**config.mk**
```make
export PLATFORM = sky130hd
export DESIGN_NAME = uart_cmd_parser
export DESIGN_NICKNAME = d
export VERILOG_FILES = /design/src/rtl/uart_cmd_parser.sv
export SDC_FILE = /design/constraint.sdc
export NUM_CORES = 1
export LEC_CHECK = 0
export BUFFER_PORTS_ARGS = -buffer_cell sky130_fd_sc_hd__buf_2
export CAP_MARGIN = 0
export CORE_ASPECT_RATIO = 1.1
export CORE_MARGIN = 2
export CORE_UTILIZATION = 58
export CTS_CLUSTER_DIAMETER = 60
export DETAILED_ROUTE_END_ITERATION = 6
export MAX_ROUTING_LAYER = met4
export PLACE_DENSITY = 0.85
export SLEW_MARGIN = 10
export SYNTH_ARGS = -nofsm -noshare
export SYNTH_HDL_FRONTEND = slang
export SYNTH_SLANG_ARGS = --single-unit
```
**constraint.sdc**
```tcl
create_clock -name iCLK -period 4.55 [get_ports iCLK]
set_input_delay 0.2275 -clock iCLK [delete_from_list [all_inputs] [get_ports iCLK]]
set_output_delay 0.2275 -clock iCLK [all_outputs]
set_load 0.01 [all_outputs]
```
**src/rtl/uart_cmd_parser.sv**
```systemverilog
// ASCII command-line parser: "w addr data\r" / "r addr\r" into a
// valid/ready command bundle, with error pulses and codes.
module uart_cmd_parser #(
  parameter int ADDR_W = 32,
  parameter int DATA_W = 32
) (
  input  logic              iCLK,
  input  logic              iRESETn,
  input  logic              iRX_VALID,
  input  logic [7:0]        iRX_DATA,
  output logic              oCMD_VALID,
  input  logic              iCMD_READY,
  output logic              oCMD_WRITE,
  output logic [ADDR_W-1:0] oCMD_ADDR,
  output logic [DATA_W-1:0] oCMD_WDATA,
  output logic              oERR,
  output logic [1:0]        oERR_CODE,
  output logic              oBUSY
);

  localparam int AD = ADDR_W / 4;
  localparam int DD = DATA_W / 4;
  localparam int MD = (AD > DD) ? AD : DD;
  localparam int CW = $clog2(MD + 1);

  localparam logic [7:0] SP = 8'h20;
  localparam logic [7:0] CR = 8'h0D;

  typedef enum logic [2:0] {
    IDLE, SP0, ADDR, DATA, ISSUE, ERROR
  } state_t;

  state_t            state_q, state_d;
  logic              wr_q, wr_d;
  logic [ADDR_W-1:0] addr_q, addr_d;
  logic [DATA_W-1:0] data_q, data_d;
  logic [CW-1:0]     cnt_q, cnt_d;
  logic              err_q, err_d;
  logic [1:0]        code_q, code_d;

  logic       is_hex;
  logic [3:0] nib;
  logic [7:0] b;

  assign b = iRX_DATA;

  always_comb begin
    is_hex = 1'b1;
    nib    = b[3:0];
    unique case (1'b1)
      (b >= 8'h30 && b <= 8'h39): nib = b[3:0];
      (b >= 8'h61 && b <= 8'h66): nib = b[3:0] + 4'd9;
      (b >= 8'h41 && b <= 8'h46): nib = b[3:0] + 4'd9;
      default:                    is_hex = 1'b0;
    endcase
  end

  always_comb begin
    state_d = state_q;
    wr_d    = wr_q;
    addr_d  = addr_q;
    data_d  = data_q;
    cnt_d   = cnt_q;
    err_d   = 1'b0;
    code_d  = code_q;
    unique case (state_q)
      IDLE: if (iRX_VALID) begin
        if (b == 8'h77 || b == 8'h57) begin
          wr_d    = 1'b1;
          state_d = SP0;
        end else if (b == 8'h72 || b == 8'h52) begin
          wr_d    = 1'b0;
          state_d = SP0;
        end else if (b != CR) begin
          state_d = ERROR;
          err_d   = 1'b1;
          code_d  = 2'd1;
        end
      end
      SP0: if (iRX_VALID) begin
        if (b == SP) begin
          addr_d  = '0;
          data_d  = '0;
          cnt_d   = '0;
          state_d = ADDR;
        end else begin
          state_d = ERROR;
          err_d   = 1'b1;
          code_d  = 2'd2;
        end
      end
      ADDR: if (iRX_VALID) begin
        if (is_hex && cnt_q == CW'(AD)) begin
          state_d = ERROR;
          err_d   = 1'b1;
          code_d  = 2'd3;
        end else if (is_hex) begin
          addr_d = {addr_q[ADDR_W-5:0], nib};
          cnt_d  = cnt_q + CW'(1);
        end else if (b == SP && wr_q && cnt_q != '0) begin
          cnt_d   = '0;
          state_d = DATA;
        end else if (b == CR && !wr_q && cnt_q != '0) begin
          state_d = ISSUE;
        end else begin
          state_d = ERROR;
          err_d   = 1'b1;
          code_d  = 2'd2;
        end
      end
      DATA: if (iRX_VALID) begin
        if (is_hex && cnt_q == CW'(DD)) begin
          state_d = ERROR;
          err_d   = 1'b1;
          code_d  = 2'd3;
        end else if (is_hex) begin
          data_d = {data_q[DATA_W-5:0], nib};
          cnt_d  = cnt_q + CW'(1);
        end else if (b == CR && cnt_q != '0) begin
          state_d = ISSUE;
        end else begin
          state_d = ERROR;
          err_d   = 1'b1;
          code_d  = 2'd2;
        end
      end
      ISSUE: begin
        // overrun: byte dropped, payload untouched
        if (iRX_VALID) begin
          err_d  = 1'b1;
          code_d = 2'd0;
        end
        if (iCMD_READY) state_d = IDLE;
      end
      ERROR: if (iRX_VALID && b == CR) state_d = IDLE;
      default: state_d = IDLE;
    endcase
  end

  always_ff @(posedge iCLK) begin
    if (!iRESETn) begin
      state_q <= IDLE;
      wr_q    <= 1'b0;
      addr_q  <= '0;
      data_q  <= '0;
      cnt_q   <= '0;
      err_q   <= 1'b0;
      code_q  <= 2'd0;
    end else begin
      state_q <= state_d;
      wr_q    <= wr_d;
      addr_q  <= addr_d;
      data_q  <= data_d;
      cnt_q   <= cnt_d;
      err_q   <= err_d;
      code_q  <= code_d;
    end
  end

  assign oCMD_VALID = (state_q == ISSUE);
  assign oCMD_WRITE = wr_q;
  assign oCMD_ADDR  = addr_q;
  assign oCMD_WDATA = data_q;
  assign oERR       = err_q;
  assign oERR_CODE  = code_q;
  assign oBUSY      = (state_q != IDLE);

endmodule

```
==> out/metrics.yaml, run 1 <==
grt_pass1_wl_um: 13800
wl_um: 8560
cts_tree: "yes"
worst_hold_slack_ns: 0.272
clock_latency_ns: 0.36
power.density_nw_per_um2: 310
yosysMostFrequentCell: "nand2_1"
maxCapViolations: 0
htree_levels: 3
core_sq_um: 5810
clock_tree.buffer_depth: 2
rsz0062_at_grt: "no"
diodes: 0
antenna_found_initial: 0
std_cell_rows: 29
cts_root_buf: "clkbuf_8"
synthCells: 430
vias_per_cell: 5.76
clk_pin_slew_worst_paths_ns: 0.07
synth_common_cells: "81 x nand2_1, 75 x dfxtp_1, 39 x nand3_1"
syn_to_final_growth_pct: 15.7
drive_above_1_share_pct: 23.2
cts_setup_buffers: 0
overflow: 0
final_nets: 509
post_drt_wl_per_cell_um: 15.0
critPathCaptureType: "flip-flop"
startpoint_type: "input port"
post_cts_resized: 0
status: "completed"
setup_viol: 0
p_leak_uw: 0.00160
critPathRequiredTime_ns: 4.80
max_freq_mhz: 336
vias: 3292
synth_edf_count: 0
seq_area_frac_synth_pct: 42.8
cts_buffers: 9
groute.usage.overall_pct: 26.7
final_cells: 572
gp_congestion: 0.939
die_area_sq_um: 6680
slowest_delay_ns: 0.87
die_w_um: 78.1
crit_chain: "buf_2 -> or3_4 -> nor4_2 -> o211ai_1 -> a21oi_4 -> buf_4 -> nand4_1 -> o21ai_0"
grt_pass1_vias: 2844
first_iter_violations: 192
min_path_type: "input port to flip-flop"
place_inst: 557
numPortBuffers: 81
die_height_um: 85.5
drc: 0
io_pins: 82
worstMarginPinSlew_ns: 1.12
syn_area_sq_um: 3500
clock_sink_count: 75
synth_nets: 448
dp_hpwl_um: 5790
yosysWarningCount: 0
firstDrtPassIters: 4
start_util_pct: 60.4
yosysTopAreaCell: "dfxtp_1"
ir_drop_mv: 0.240
netlist_top_cells_area: "dfxtp_1 43%, nand2_1 8.7%, nand4_1 6.1%"
period_needed_ns: 2.98
ys_ff_latch: 75
power.total_uw: 1260
worstPathArrival_ns: 3.23
yosysUniqueCellTypes: 54
clock_skew_ns: 0.00860
fin_crit_sh_pct: 65.4
criticalPathCategory: "input port to flip-flop"
ant_nets: 0
final.setup.tns_ns: 0
cp_max_fo: 44
async_flop_share_pct: 0
cts_hold_buf: 0
finalHoldViolCount: 0
synth_top_area_share_pct: 42.8
maxSlewViolCount: 0
avgSynthCellArea_sq_um: 8.15
synth-main-ff-cell: "dfxtp_1"
crit_slowest_cell: "nor4_2"
grt_max_degree: 95
maxSlewHeadroom_pct: 24.6
[critical path, delay by kind of cell]
family | cells | cell delay [ns]
AOI/OAI and AO/OA | 3 | 0.98
buffers and inverters | 2 | 0.59
and+or+nand+nor | 3 | 1.43
[routing by layer]
layer  vias up  routed length [um]  global-route usage [%]
met5         -                   0                       -
met4         0                 138                    8.29
met3        19                 457                    6.42
met2       108                4090                    40.9
met1      1516                3870                    35.3
li1       1649                   -                       -
[worst paths after layout]
kind,from,end,slack [ns],cells after the start
worst max-delay path,iRX_DATA[3],oCMD_WDATA[24]$_SDFFE_PN0P_,1.57,8
worst min-delay path,iRX_VALID,oERR$_SDFF_PN0_,0.27,2
worst max register to register,state_q[1]$_SDFFE_PN0P_,oERR$_SDFF_PN0_,1.95,6
worst min register to register,oCMD_ADDR[29]$_SDFFE_PN0P_,oCMD_ADDR[29]$_SDFFE_PN0P_,0.45,2
[placed cells by master, fill, tap and decap left out, types with 2 or more instances in the layout]
| cell type | count |
|---|---|
| a21boi_0 | 2 |
| a21boi_1 | 18 |
| a21oi_1 | 18 |
| a22oi_1 | 2 |
| buf_2 | 81 |
| buf_4 | 4 |
| clkbuf_8 | 9 |
| clkinv_2 | 2 |
| dfxtp_1 | 75 |
| ha_1 | 6 |
| inv_1 | 10 |
| inv_6 | 2 |
| mux2_2 | 2 |
| mux2i_1 | 3 |
| nand2_1 | 81 |
| nand3_1 | 39 |
| nand4_1 | 34 |
| nor2_1 | 15 |
| nor2_2 | 2 |
| nor2b_1 | 2 |
| nor3_1 | 3 |
| o2111ai_1 | 3 |
| o211ai_1 | 6 |
| o21ai_0 | 32 |
| o21ai_1 | 7 |
| o31a_1 | 2 |
| or3b_2 | 2 |
| xnor2_1 | 4 |
[power breakdown]
group          internal [uW]  total [uW]  switching (uW)
clock network            252         500             248
logic                   30.2        85.7            55.5
registers                661         670            9.59
[cell families after synthesis]
logic type | share of synthesized area, %
compound gates | 20.2
xor+xnor | 1.00
fa+ha+maj | 2.14
buf+inv | 6.28
flops | 42.8
mux | 1.50
simple gates | 26.0
[per-stage QoR]
stage | setup WS, ns | instance area (sq um) | utilization [%]
after detailed placement | 1.32 | 3860 | 66.6
after global routing | 1.33 | 4050 | 69.8
after CTS | 1.65 | 4050 | 69.8
final | 1.57 | 4050 | 69.8
after floorplan | 2.61 | 3500 | -
after global placement | 1.54 | 3860 | 66.6
[layout make-up]
class	instances	area [sq um]
Clock buffer	9	124
Clock inverter	6	65.1
Fill cell	478	1750
Inverter	11	41.3
Multi-Input combinational cell	309	1790
Sequential cell	75	1500
Tap cell	77	96.3
Timing Repair Buffer	85	435
[state kept, by name (all words and copies together), names as in the netlist]
| register | count |
|---|---|
| oERR_CODE | 2 |
| cnt_q | 4 |
| oCMD_WRITE | 1 |
| oCMD_ADDR | 32 |
| oCMD_WDATA | 32 |
| state_q | 3 |
| oERR | 1 |
Power figures use the tool's default switching activity.
==> run 2: changes to the inputs <==
--- a/config.mk
+++ b/config.mk
@@ -5,15 +5,16 @@
 export SDC_FILE = /design/constraint.sdc
 export NUM_CORES = 1
 export LEC_CHECK = 0
+export ABC_AREA = 1
 export BUFFER_PORTS_ARGS = -buffer_cell sky130_fd_sc_hd__buf_2
 export CAP_MARGIN = 0
 export CORE_ASPECT_RATIO = 1.1
 export CORE_MARGIN = 2
-export CORE_UTILIZATION = 58
+export CORE_UTILIZATION = 54
 export CTS_CLUSTER_DIAMETER = 60
 export DETAILED_ROUTE_END_ITERATION = 6
 export MAX_ROUTING_LAYER = met4
-export PLACE_DENSITY = 0.85
+export PLACE_DENSITY = 0.8
 export SLEW_MARGIN = 10
 export SYNTH_ARGS = -nofsm -noshare
 export SYNTH_HDL_FRONTEND = slang
==> constraint.sdc (replaced) <==
create_clock -name iCLK -period 2.9 [get_ports iCLK]
set_input_delay 0.145 -clock iCLK [delete_from_list [all_inputs] [get_ports iCLK]]
set_output_delay 0.145 -clock iCLK [all_outputs]
set_load 0.01 [all_outputs]
==> out/metrics.yaml, run 2 <==
avgSynthCellArea_sq_um: 6.62  # was 8.15 sq um
hold_end: "oERR_CODE[0]$_SDFFE_PN0P_"  # was oERR$_SDFF_PN0_
status: "completed"  # unchanged
synthCells: 538  # was 430
final_common_cell: "nand2_1"
layout_setup_ws_ns: 0.645  # was 1.57 ns
min_path_type: "input port to flip-flop"  # unchanged
yosysWarningCount: 0  # unchanged
comb_power_share_pct: 33.9  # was 6.8%
diodes: 0  # unchanged
period_needed_ns: 2.26
hold_start: "iRESETn"  # was iRX_VALID
switchingPower_uw: 1320  # was 313 uW
crit_buf_inv: 3  # was 2
synth_edf_count: 0  # unchanged
clock_latency_ns: 0.34  # was 0.36 ns
netlist_top_cells_area: "dfxtp_1 42%, nand2_1 17%, nor2_1 11%"  # was dfxtp_1 43%, nand2_1 8.7%, nand4_1 6.1%
core_sq_um: 6480  # was 5810 sq um
die_area_sq_um: 7270  # was 6680 sq um
reg2reg_slack_ns: 0.64  # was 1.95 ns
synth_top_area_share_pct: 42.1  # was 42.8%
htree_levels: 3  # unchanged
finalHoldViolCount: 0  # unchanged
reg2reg_from: "state_q[2]$_SDFFE_PN0P_"  # was state_q[1]$_SDFFE_PN0P_
worstPathArrival_ns: 2.45  # was 3.23 ns
seqPwrFrac_pct: 41.6  # was 53.4%
std_cell_rows: 31  # was 29
place_inst: 677  # was 557
cts_hold_buf: 0  # unchanged
final_util_pct: 64.7  # was 69.8%
start_util_pct: 55.0  # was 60.4%
firstDrtPassIters: 4  # unchanged
cp_top_family: "simple AND/OR/NAND/NOR gates"  # unchanged
clock_skew_ns: 0.0105  # was 0.00860 ns
maxSlewHeadroom_pct: 50.8  # was 24.6%
groute.usage.overall_pct: 24.5  # was 26.7%
pre_cts_ws_ns: 0.652  # was 1.32 ns
dp_hpwl_um: 5800  # was 5790 um
wl_um: 8360  # was 8560 um
critPathCaptureType: "flip-flop"  # unchanged
cp_max_fo: 61  # was 44
drc: 0  # unchanged
yosysUniqueCellTypes: 27  # was 54
slowest_delay_ns: 0.49  # was 0.87 ns
numPortBuffers: 81  # unchanged
syn_to_final_growth_pct: 17.6  # was 15.7%
yosysMostFrequentCell: "nand2_1"  # unchanged
ys_ff_latch: 75  # unchanged
async_flop_share_pct: 0  # unchanged
die_height_um: 89.2  # was 85.5 um
final.setup.tns_ns: 0  # unchanged
worstMarginPinSlew_ns: 0.737  # was 1.12 ns
clock_sink_count: 75  # unchanged
clk_pin_slew_worst_paths_ns: 0.08  # was 0.07 ns
fin_crit_sh_pct: 77.8
grt_max_degree: 62  # was 95
max_freq_mhz: 443
cts_root_buf: "clkbuf_8"  # unchanged
hold_depth: 3  # was 2
synth_common_cells: "165 x nand2_1, 100 x nor2_1, 75 x dfxtp_1"  # was 81 x nand2_1, 75 x dfxtp_1, 39 x nand3_1
grt_pass1_wl_um: 13600  # was 13800 um
synth-main-ff-cell: "dfxtp_1"  # unchanged
die_w_um: 81.5  # was 78.1 um
seq_area_frac_synth_pct: 42.1  # was 42.8%
syn_area_sq_um: 3560  # was 3500 sq um
maxSlewViolCount: 0  # unchanged
final_cells: 692  # was 572
vias_per_cell: 5.16  # was 5.76
critPathRequiredTime_ns: 3.10  # was 4.80 ns
clock_tree.buffer_depth: 2  # unchanged
io_pins: 82  # unchanged
grt_pass1_vias: 2986  # was 2844
final_nets: 624  # was 509
cpMostUsedCell: "nand3_1"
p_leak_uw: 0.00192  # was 0.00160 uW
rsz0062_at_grt: "no"  # unchanged
reg2reg_to: "oCMD_WDATA[4]$_SDFFE_PN0P_"  # was oERR$_SDFF_PN0_
cts_setup_buffers: 0  # unchanged
cts_tree: "yes"  # unchanged
internal-power_uw: 2240  # was 943 uW
maxCapViolations: 0  # unchanged
startpoint_type: "flip-flop"  # was input port
reg2reg_depth: 10  # was 6
ir_drop_mv: 0.525  # was 0.240 mV
post_cts_resized: 0  # unchanged
gp_congestion: 0.896  # was 0.939
post_drt_wl_per_cell_um: 12.1  # was 15.0 um
ant_nets: 0  # unchanged
setup_viol: 0  # unchanged
antenna_found_initial: 0  # unchanged
crit_slowest_cell: "dfxtp_1"  # was nor4_2
vias: 3569  # was 3292
yosysTopAreaCell: "dfxtp_1"  # unchanged
pwr-share-clk_pct: 24.4  # was 39.8%
p_sw_share_pct: 37.2  # was 24.9%
drive_above_1_share_pct: 18.5  # was 23.2%
synth_nets: 556  # was 448
cts_buffers: 9  # unchanged
layout_common_cells: "165 x nand2_1, 100 x nor2_1, 81 x buf_2, 75 x dfxtp_1, 48 x o21ai_0"  # was 81 x nand2_1, 81 x buf_2, 75 x dfxtp_1, 39 x nand3_1, 34 x nand4_1
first_iter_violations: 253  # was 192
criticalPathCategory: "flip-flop to flip-flop"  # was input port to flip-flop
overflow: 0  # unchanged
power.density_nw_per_um2: 851  # was 310 nW/um^2
crit_chain: "inv_2 -> nand3_1 -> inv_2 -> nand3_1 -> nand3_1 -> a21oi_4 -> buf_12 -> nand2_1 -> o21ai_1 -> nor2_1"  # was buf_2 -> or3_4 -> nor4_2 -> o211ai_1 -> a21oi_4 -> buf_4 -> nand4_1 -> o21ai_0
run 2: layout make-up:
| class | count | area [sq um] |
|---|---|---|
| Fill cell | 592 | 2290 |
| Multi-Input combinational cell | 404 | 1810 |
| Sequential cell | 75 | 1500 |
| Timing Repair Buffer | 85 | 448 |
| Clock buffer | 9 | 124 |
| Inverter | 31 | 116 |
| Tap cell | 82 | 103 |
| Clock inverter | 6 | 87.6 |
run 2: worst max-delay path by stage:
stage / from / to / slack [ns] / cells after the start
2_1_floorplan: state_q[2]$_SDFFE_PN0P_ / oCMD_WDATA[23]$_SDFFE_PN0P_ / 1.28 / 11
3_3_place_gp: state_q[2]$_SDFFE_PN0P_ / oCMD_WDATA[14]$_SDFFE_PN0P_ / 0.69 / 10
3_5_place_dp: iRX_DATA[0] / oCMD_ADDR[5]$_SDFFE_PN0P_ / 0.65 / 14
4_1_cts: state_q[2]$_SDFFE_PN0P_ / oCMD_WDATA[4]$_SDFFE_PN0P_ / 0.68 / 10
5_1_grt: state_q[2]$_SDFFE_PN0P_ / oCMD_WDATA[7]$_SDFFE_PN0P_ / 0.40 / 10
6_report: state_q[2]$_SDFFE_PN0P_ / oCMD_WDATA[4]$_SDFFE_PN0P_ / 0.64 / 10
run 2: power groups by stage:
stage | clock (uW) | sequential (uW) | combinational [uW]
2_1_floorplan | 0 | 1570 | 735
3_3_place_gp | 0 | 1490 | 1170
3_5_place_dp | 0 | 1500 | 1200
4_1_cts | 879 | 1480 | 1210
5_1_grt | 929 | 1520 | 1380
6_report | 871 | 1480 | 1210
run 2: routing by layer:
metal	vias to the layer above	wire [um]	global-route usage, %
met5	-	0	-
met4	0	155	9.55
met3	14	428	4.34
met2	100	3750	37.3
met1	1609	4030	32.5
li1	1846	-	-
run 2: kinds of logic after synthesis:
logic type,after synthesis,synth area share (%)
xor+xnor,4,0.983
compound gates,93,14.0
buf+inv,59,7.09
fa+ha+maj,6,2.11
flops,75,42.1
simple gates,301,33.7
run 2: worst register-to-register path, delay by kind of cell, from the launching register on:
kind | cells | cell delay [ns]
buf+inv | 3 | 0.65
compound gates | 2 | 0.25
simple gates | 5 | 0.72
flops | 1 | 0.49
run 2: through the flow:
step           area [sq um]  hold slack, ns  total power (uW)
3_5_place_dp           3980           0.453              2700
6_report               4190           0.130              3560
2_1_floorplan          3560           0.374              2310
3_3_place_gp           3980           0.446              2670
5_1_grt                4190           0.144              3830
4_1_cts                4190           0.123              3570
==> run 3: changes to the inputs <==
--- a/config.mk
+++ b/config.mk
@@ -5,7 +5,7 @@
 export SDC_FILE = /design/constraint.sdc
 export NUM_CORES = 1
 export LEC_CHECK = 0
-export ABC_AREA = 1
+export ABC_AREA = 0
 export BUFFER_PORTS_ARGS = -buffer_cell sky130_fd_sc_hd__buf_2
 export CAP_MARGIN = 0
 export CORE_ASPECT_RATIO = 1.1
==> constraint.sdc (replaced) <==
create_clock -name iCLK -period 2.27 [get_ports iCLK]
set_input_delay 0.1135 -clock iCLK [delete_from_list [all_inputs] [get_ports iCLK]]
set_output_delay 0.1135 -clock iCLK [all_outputs]
set_load 0.01 [all_outputs]
==> out/metrics.yaml, run 3 (synthesis gave the netlist of run 1 again) <==
status: "completed"  # unchanged
cp_max_fo: 4  # was 61
htree_levels: 3  # unchanged
die_area_sq_um: 7150  # was 7270 sq um
finalHoldViolCount: 0  # unchanged
power.total_uw: 2590  # was 3560 uW
groute.usage.overall_pct: 26.4  # was 24.5%
comb_power_share_pct: 7.2  # was 33.9%
firstDrtPassIters: 4  # unchanged
clk_pin_slew_worst_paths_ns: 0.08  # about the same
design_area_sq_um: 4210  # was 4190 sq um
max_freq_mhz: 473  # was 443 MHz
clock_skew_ns: 0.00785  # was 0.0105 ns
grt_max_degree: 65  # was 62
p_sw_share_pct: 25.2  # was 37.2%
io_pins: 82  # unchanged
cts_root_buf: "clkbuf_8"  # unchanged
post_drt_wl_per_cell_um: 14.7  # was 12.1 um
place_area_sq_um: 4000  # was 3980 sq um
wl_um: 8660  # was 8360 um
crit_chain: "inv_1 -> ha_1 -> or3b_2 -> a22o_1 -> nand3_1 -> o2111ai_1 -> nor2_1 -> mux2i_1"  # was inv_2 -> nand3_1 -> inv_2 -> nand3_1 -> nand3_1 -> a21oi_4 -> buf_12 -> nand2_1 -> o21ai_1 -> nor2_1
pwr-share-clk_pct: 41.1  # was 24.4%
core_sq_um: 6230  # was 6480 sq um
dp_hpwl_um: 6050  # was 5800 um
drive_above_1_share_pct: 25.0  # was 18.5%
die_w_um: 80.8  # was 81.5 um
maxCapViolations: 0  # unchanged
power.density_nw_per_um2: 615  # was 851 nW/um^2
ir_drop_mv: 0.430  # was 0.525 mV
antenna_found_initial: 0  # unchanged
internal-power_uw: 1940  # was 2240 uW
setup_viol: 0  # unchanged
regArea_sq_um: 1500  # unchanged
clock_latency_ns: 0.35  # was 0.34 ns
vias: 3387  # was 3569
post_cts_resized: 0  # unchanged
final_cells: 587  # was 692
start_util_pct: 56.2  # was 55.0%
overflow: 0  # unchanged
switchingPower_uw: 653  # was 1320 uW
diodes: 0  # unchanged
std_cell_rows: 30  # was 31
startpoint_type: "flip-flop"  # unchanged
final_nets: 520  # was 624
gp_congestion: 0.942  # was 0.896
multi_input_area_sq_um: 1790  # was 1810 sq um
fill_cells: 532  # was 592
final.setup.tns_ns: 0  # unchanged
drc: 0  # unchanged
worstPathArrival_ns: 2.40  # was 2.45 ns
cts_buffers: 9  # unchanged
crit_slowest_cell: "or3b_2"  # was dfxtp_1
min_path_type: "input port to flip-flop"  # unchanged
die_height_um: 88.5  # was 89.2 um
layout_common_cells: "81 x nand2_1, 81 x buf_2, 75 x dfxtp_1, 39 x nand3_1, 34 x nand4_1"  # was 165 x nand2_1, 100 x nor2_1, 81 x buf_2, 75 x dfxtp_1, 48 x o21ai_0
period_needed_ns: 2.11  # was 2.26 ns
worstMarginPinSlew_ns: 0.509  # was 0.737 ns
seqPwrFrac_pct: 51.7  # was 41.6%
numPortBuffers: 81  # unchanged
place_inst: 571  # was 677
cts_hold_buf: 0  # unchanged
critPathRequiredTime_ns: 2.55  # was 3.10 ns
cts_tree: "yes"  # unchanged
syn_to_final_growth_pct: 20.1  # was 17.6%
clock_sink_count: 75  # unchanged
ant_nets: 0  # unchanged
grt_pass1_wl_um: 14100  # was 13600 um
vias_per_cell: 5.77  # was 5.16
cts_setup_buffers: 0  # unchanged
grt_pass1_vias: 2915  # was 2986
fin_crit_sh_pct: 93.1  # was 77.8%
slowest_delay_ns: 0.50  # was 0.49 ns
p_leak_uw: 0.00167  # was 0.00192 uW
first_iter_violations: 118  # was 253
clock_tree.buffer_depth: 2  # unchanged
maxSlewViolCount: 0  # unchanged
rsz0062_at_grt: "no"  # unchanged
critPathCaptureType: "flip-flop"  # unchanged
maxSlewHeadroom_pct: 65.7  # was 50.8%
criticalPathCategory: "flip-flop to flip-flop"  # unchanged
[run 3: metal layers]
layer | wire [um] | up-vias | global-route usage (%) | part of all wire [%]
met2 | 4040 | 112 | 38.8 | 47
met4 | 153 | 0 | 11.4 | 1.8
met1 | 3920 | 1578 | 35.2 | 45
li1 | - | 1686 | - | -
met5 | 0 | - | - | 0
met3 | 546 | 11 | 5.41 | 6.3
[run 3: worst max-delay path: cells and delay by family, from the launching register on]
kind            cells  cell delay [ns]
compound gates      2             0.34
fa+ha+maj           1             0.16
buf+inv             1             0.07
flops               1             0.35
mux                 1             0.22
simple gates        3             0.90
[run 3: final cells by class]
cell class | count | share of cell area, %
multi-input cells | 309 | 42.5
flip-flops and latches | 75 | 35.7
repair buffers | 96 | 13.5
clock buffers | 10 | 3.27
well taps | 80 | 2.38
clock inverters | 6 | 1.66
inverters | 11 | 0.981
[run 3: worst paths after layout]
path / from / endpoint / slack [ns] / cells after the start
min: iRX_VALID / oERR$_SDFF_PN0_ / 0.16 / 2
max reg2reg: cnt_q[0]$_SDFFE_PN0P_ / oERR_CODE[0]$_SDFFE_PN0P_ / 0.16 / 8
max: cnt_q[0]$_SDFFE_PN0P_ / oERR_CODE[0]$_SDFFE_PN0P_ / 0.16 / 8
min reg2reg: oCMD_ADDR[31]$_SDFFE_PN0P_ / oCMD_ADDR[31]$_SDFFE_PN0P_ / 0.46 / 2
[run 3: power groups by stage]
stage	Combinational, uW	Clock [uW]	Sequential (uW)
4_1_cts	184	1080	1340
2_1_floorplan	125	0	1360
6_report	185	1060	1340
5_1_grt	206	1150	1340
3_5_place_dp	183	0	1370
3_3_place_gp	183	0	1370
[run 3: stage by stage]
| step | util (%) | setup slack, ns | hold WS (ns) |
|---|---|---|---|
| after global routing | 67.6 | 0.0501 | 0.154 |
| after detailed placement | 64.2 | 0.0483 | 0.446 |
| after floorplan | - | 0.428 | 0.301 |
| after CTS | 67.6 | 0.184 | 0.137 |
| after global placement | 64.2 | 0.187 | 0.437 |
| final | 67.6 | 0.157 | 0.160 |
